--- config.mk ---
export PLATFORM = sky130hd
export DESIGN_NAME = result_serializer
export DESIGN_NICKNAME = d
export VERILOG_FILES = /design/src/rtl/result_serializer.sv
export SDC_FILE = /design/constraint.sdc
export NUM_CORES = 1
export LEC_CHECK = 0
export BUFFER_PORTS_ARGS = -buffer_cell sky130_fd_sc_hd__buf_2
export CELL_PAD_IN_SITES_DETAIL_PLACEMENT = 0
export CELL_PAD_IN_SITES_GLOBAL_PLACEMENT = 1
export CORE_AREA = 2 2 118 120
export DETAILED_ROUTE_END_ITERATION = 16
export DIE_AREA = 0 0 120 122
export PLACE_DENSITY = 0.87
export REMOVE_ABC_BUFFERS = 1
export SLEW_MARGIN = 10
export SYNTH_ARGS = -nofsm -noshare
export SYNTH_HDL_FRONTEND = slang
export SYNTH_SLANG_ARGS = --single-unit
--- constraint.sdc ---
create_clock -name clk -period 2.2 [get_ports clk]
set_input_delay 0.11 -clock clk [delete_from_list [all_inputs] [get_ports clk]]
set_output_delay 0.11 -clock clk [all_outputs]
set_load 0.005 [all_outputs]
--- src/rtl/result_serializer.sv ---
// Frames a captured encrypted result (10 bytes) or password (8 bytes) behind a
// one-byte header and streams it MSB first over a valid/ready byte interface.
module result_serializer #(
  parameter logic [7:0] HDR_ENC = 8'hE5,
  parameter logic [7:0] HDR_PWD = 8'hB0
) (
  input  logic        clk,
  input  logic        rst_n,
  input  logic        load,
  input  logic        sel,
  input  logic [75:0] data_96,
  input  logic [59:0] data_80,
  output logic [7:0]  byte_out,
  output logic        byte_valid,
  input  logic        byte_ready,
  output logic        busy,
  output logic        done,
  output logic        drop_err
);

  typedef enum logic [1:0] {
    IDLE = 2'd0,
    HDR  = 2'd1,
    DATA = 2'd2
  } state_t;

  state_t      state_q, state_d;
  logic        sel_q, sel_d;
  logic [79:0] shift_q, shift_d;
  logic [3:0]  cnt_q, cnt_d;
  logic        done_q, done_d;
  logic        drop_q, drop_d;
  logic        xfer_s;
  logic [3:0]  last_cnt_s;

  // State and capture registers.
  always_ff @(posedge clk or negedge rst_n) begin
    if (!rst_n) begin
      state_q <= IDLE;
      sel_q   <= 1'b0;
      shift_q <= 80'd0;
      cnt_q   <= 4'd0;
      done_q  <= 1'b0;
      drop_q  <= 1'b0;
    end else begin
      state_q <= state_d;
      sel_q   <= sel_d;
      shift_q <= shift_d;
      cnt_q   <= cnt_d;
      done_q  <= done_d;
      drop_q  <= drop_d;
    end
  end

  assign xfer_s     = byte_valid & byte_ready;
  assign last_cnt_s = sel_q ? 4'd7 : 4'd9;

  // Next-state logic: capture, header/payload sequencing, drop detection.
  always_comb begin
    state_d = state_q;
    sel_d   = sel_q;
    shift_d = shift_q;
    cnt_d   = cnt_q;
    done_d  = 1'b0;
    drop_d  = drop_q;
    case (state_q)
      IDLE: begin
        if (load) begin
          state_d = HDR;
          sel_d   = sel;
          cnt_d   = 4'd0;
          // The password is left-aligned so both payloads leave from bits [79:72].
          shift_d = sel ? {4'b0000, data_80, 16'h0000} : {4'b0000, data_96};
        end else begin
          state_d = IDLE;
        end
      end
      HDR: begin
        if (xfer_s) begin
          state_d = DATA;
        end else begin
          state_d = HDR;
        end
      end
      DATA: begin
        if (xfer_s) begin
          if (cnt_q == last_cnt_s) begin
            state_d = IDLE;
            cnt_d   = 4'd0;
            done_d  = 1'b1;
          end else begin
            cnt_d   = cnt_q + 4'd1;
            shift_d = {shift_q[71:0], 8'h00};
          end
        end else begin
          state_d = DATA;
        end
      end
      default: begin
        state_d = IDLE;
      end
    endcase
    if (load && (state_q != IDLE)) begin
      drop_d = 1'b1;
    end else begin
      drop_d = drop_d;
    end
  end

  // Output decode from registered state only.
  always_comb begin
    byte_out   = 8'h00;
    byte_valid = 1'b0;
    case (state_q)
      HDR: begin
        byte_valid = 1'b1;
        byte_out   = sel_q ? HDR_PWD : HDR_ENC;
      end
      DATA: begin
        byte_valid = 1'b1;
        byte_out   = shift_q[79:72];
      end
      default: begin
        byte_valid = 1'b0;
        byte_out   = 8'h00;
      end
    endcase
  end

  assign busy     = (state_q != IDLE);
  assign done     = done_q;
  assign drop_err = drop_q;

endmodule

==> flow_summary.toml <==
[synthesis]
synth_seq_cells = 89
synth_cells = 492
ys_seq_area_frac = 0.4247
yosysTopAreaCell = "dfrtp_1"
synth.most_common_cell = "o21ai_0"
async_reset_ff_frac = 1.000
avgSynthCellArea_um2 = 10.66
synth_edf_count = 0
synth_common_cells = "o21ai_0, dfrtp_1, nand2_1, mux2i_1, mux2_4"
synth_area_leaders = "dfrtp_1, mux2_4, mux2i_1, o21ai_0, nand2_1"
mappedNetlistArea_um2 = 5244
synth_cell_types = 33
ys.flop_type = "dfrtp_1"
yosys_warnings = 0
yosysTopAreaCellShare = 0.4247

[placed_design]
gp_congestion = 0.7839
io_buffers = 152
hpwlAfterDp_um = 8096
dp.cells = 800
place_ws_ns = 0.04719
placed_area_um2 = 6146

[worst_setup_path]
critical_path.top_delay_family = "multiplexers"
r2r-end = "shift_q[61]$_DFFE_PN0P_"
path_cells = "inv_1 -> ha_2 -> mux2_2 -> nand2_1 -> or2_4 -> buf_4 -> buf_16 -> mux2_4"
cp.arrival_ns = 2.34
max_stage_delay_ns = 0.45
ff2ff_path_depth = 8
r2r_slack_ns = 0.08
critical_path.endpoint_type = "flip-flop"
cpMaxStageDelayCell = "dfrtp_2"
crit_type = "reg -> reg"
critPathMaxFanout = 11
crit_required_ns = 2.42
r2r-start = "state_q[1]$_DFFE_PN0P_"
critPathBufInv = 3
start_kind = "flip-flop"

[worst_hold_path]
hold_start = "data_96[4]"
hold_end = "shift_q[4]$_DFFE_PN0P_"
min_path_type = "in -> reg"
hold_depth = 3

[clock_network]
tritoncts = "yes"
max-clock-path-buffers = 2
cts.htree.levels = 3
cts_buffers = 9
clkLatencyLatePin_ns = 0.34
clock_sinks = 89
cts.clk_slew.worst_paths_ns = 0.06
cts_root_buffer = "clkbuf_16"

[finish]
finalNonFillerCells = 828
layout-drive-gt1-share = 0.4043
nFillCells = 1257
nets = 790
fin_area_um2 = 6703
synthToLayoutAreaGrowth_pct = 27.82
num_antenna_cells = 0
utilization = 0.4963

[sta]
worstMarginPinSlew_ns = 0.6495
slew_violations = 0
finalCritPeriodShare = 0.9639
hold_viol_final = 0
fin_crit_ns = 2.121
slew_headroom = 0.5670
rsz0062_at_grt = "false"
fin_skew_ns = 0.005654
whs_ns = 0.01760
setup_tns_ns = 0
fin_ws_ns = 0.07943
setup-violations-final = 0
fmax_ghz = 0.4716

[grt]
grt.overflow.total = 0
grt_max_degree = 85
grt_pass1_vias = 3940
antenna_found_initial = 0
track_usage = 0.1611
grt_pass1_wl_um = 18910

[power_and_ir_drop]
internal_power_mw = 5.952
p_total_mw = 8.753
leakage_nw = 3.339
p_sw_mw = 2.801
power_density_nw_per_um2 = 1306
sw_frac_of_total = 0.3200
pwr-share-comb = 0.469
p_clk_frac = 0.203
seqPwrFrac = 0.328
ir_worst_vdd_mv = 0.5101

[routing]
avgViaCountPerCell = 4.942
wl_per_cell_um = 14.45
drc_errors = 0
drt_iter0_markers = 196
drtAntennaViolNets = 0
via_count = 4092
wl_um = 11960
firstDrtPassIters = 6

[job]
max_cap_violations = 0

[floorplan]
initial_core_util = 0.3883
rows = 43
die_y_um = 122
core_area_um2 = 13500
die_w_um = 120
ios = 153
dieArea_um2 = 14640

[status]
status = "finished clean"
==> routing by layer <==
metal,wire length [um],vias up,GRT usage
met5,0,-,0
met4,116,0,0.04632
met3,642,10,0.03277
met2,5258,126,0.2464
met1,5945,1922,0.2312
li1,-,2034,-
==> area by class of cell <==
class / count / area (um^2) / area share
Inverter: 5 / 18.77 / 0.002800
Tap cell: 180 / 225.2 / 0.03360
Timing Repair Buffer: 177 / 1122 / 0.1674
Clock buffer: 10 / 239.0 / 0.03565
Clock inverter: 6 / 105.1 / 0.01568
Multi-Input combinational cell: 361 / 2764 / 0.4124
Sequential cell: 89 / 2228 / 0.3325
==> power groups by stage <==
stage	Sequential (mW)	Clock (mW)	Combinational, mW
after floorplan	2.74	0	2.76
after global placement	2.86	0	3.49
after detailed placement	2.88	0	3.64
after CTS	2.86	1.80	3.65
after global routing	2.98	1.87	4.49
final	2.87	1.78	4.11
==> flip-flops by register name (all words and copies together) (netlist names) <==
register	flops
sel_q	1
state_q	2
drop_err	1
done	1
cnt_q	4
shift_q	80
==> repair_timing <==
action,4_1_cts,5_1_grt
cloned,0,6
pin swaps,0,1
hold buffers,1,0
endpoints found under the hold margin,47,0
setup buffers,0,5
endpoints found under the setup margin,1,55
resized for setup,1,8
==> worst min-delay path, stage by stage <==
cell and delay [ns]:
buf_2 0.10, nand2_1 0.04, o21ai_0 0.06
==> layout by cell type (no fill, tap or decap), types with 4 or more instances in the layout <==
cell type,instances
buf_2,150
o21ai_0,104
dfrtp_1,88
nand2_1,84
mux2i_1,62
mux2_4,60
clkbuf_16,13
buf_4,13
a22oi_1,9
inv_1,4
a21oi_1,4
nor2b_1,4
mux2_2,4
ha_1,4
==> how the worst max path moves through the flow <==
stage | cells past startpoint | endpoint | startpoint
after floorplan | 5 | shift_q[0]$_DFFE_PN0P_ | state_q[0]$_DFFE_PN0P_
after global placement | 7 | shift_q[18]$_DFFE_PN0P_ | state_q[0]$_DFFE_PN0P_
after detailed placement | 7 | shift_q[56]$_DFFE_PN0P_ | state_q[0]$_DFFE_PN0P_
after CTS | 7 | shift_q[61]$_DFFE_PN0P_ | state_q[0]$_DFFE_PN0P_
after global routing | 8 | shift_q[29]$_DFFE_PN0P_ | state_q[0]$_DFFE_PN0P_
final | 8 | shift_q[61]$_DFFE_PN0P_ | state_q[1]$_DFFE_PN0P_
==> cell families after synthesis <==
logic type	Yosys count	synth area share
buffers and inverters	42	0.05154
adder cells (fa/ha/maj)	6	0.01432
multiplexers	126	0.2987
flip-flops	89	0.4247
AO/OA/AOI/OAI	124	0.1260
AND/OR/NAND/NOR	105	0.08471
Power figures use the tool's default switching activity.
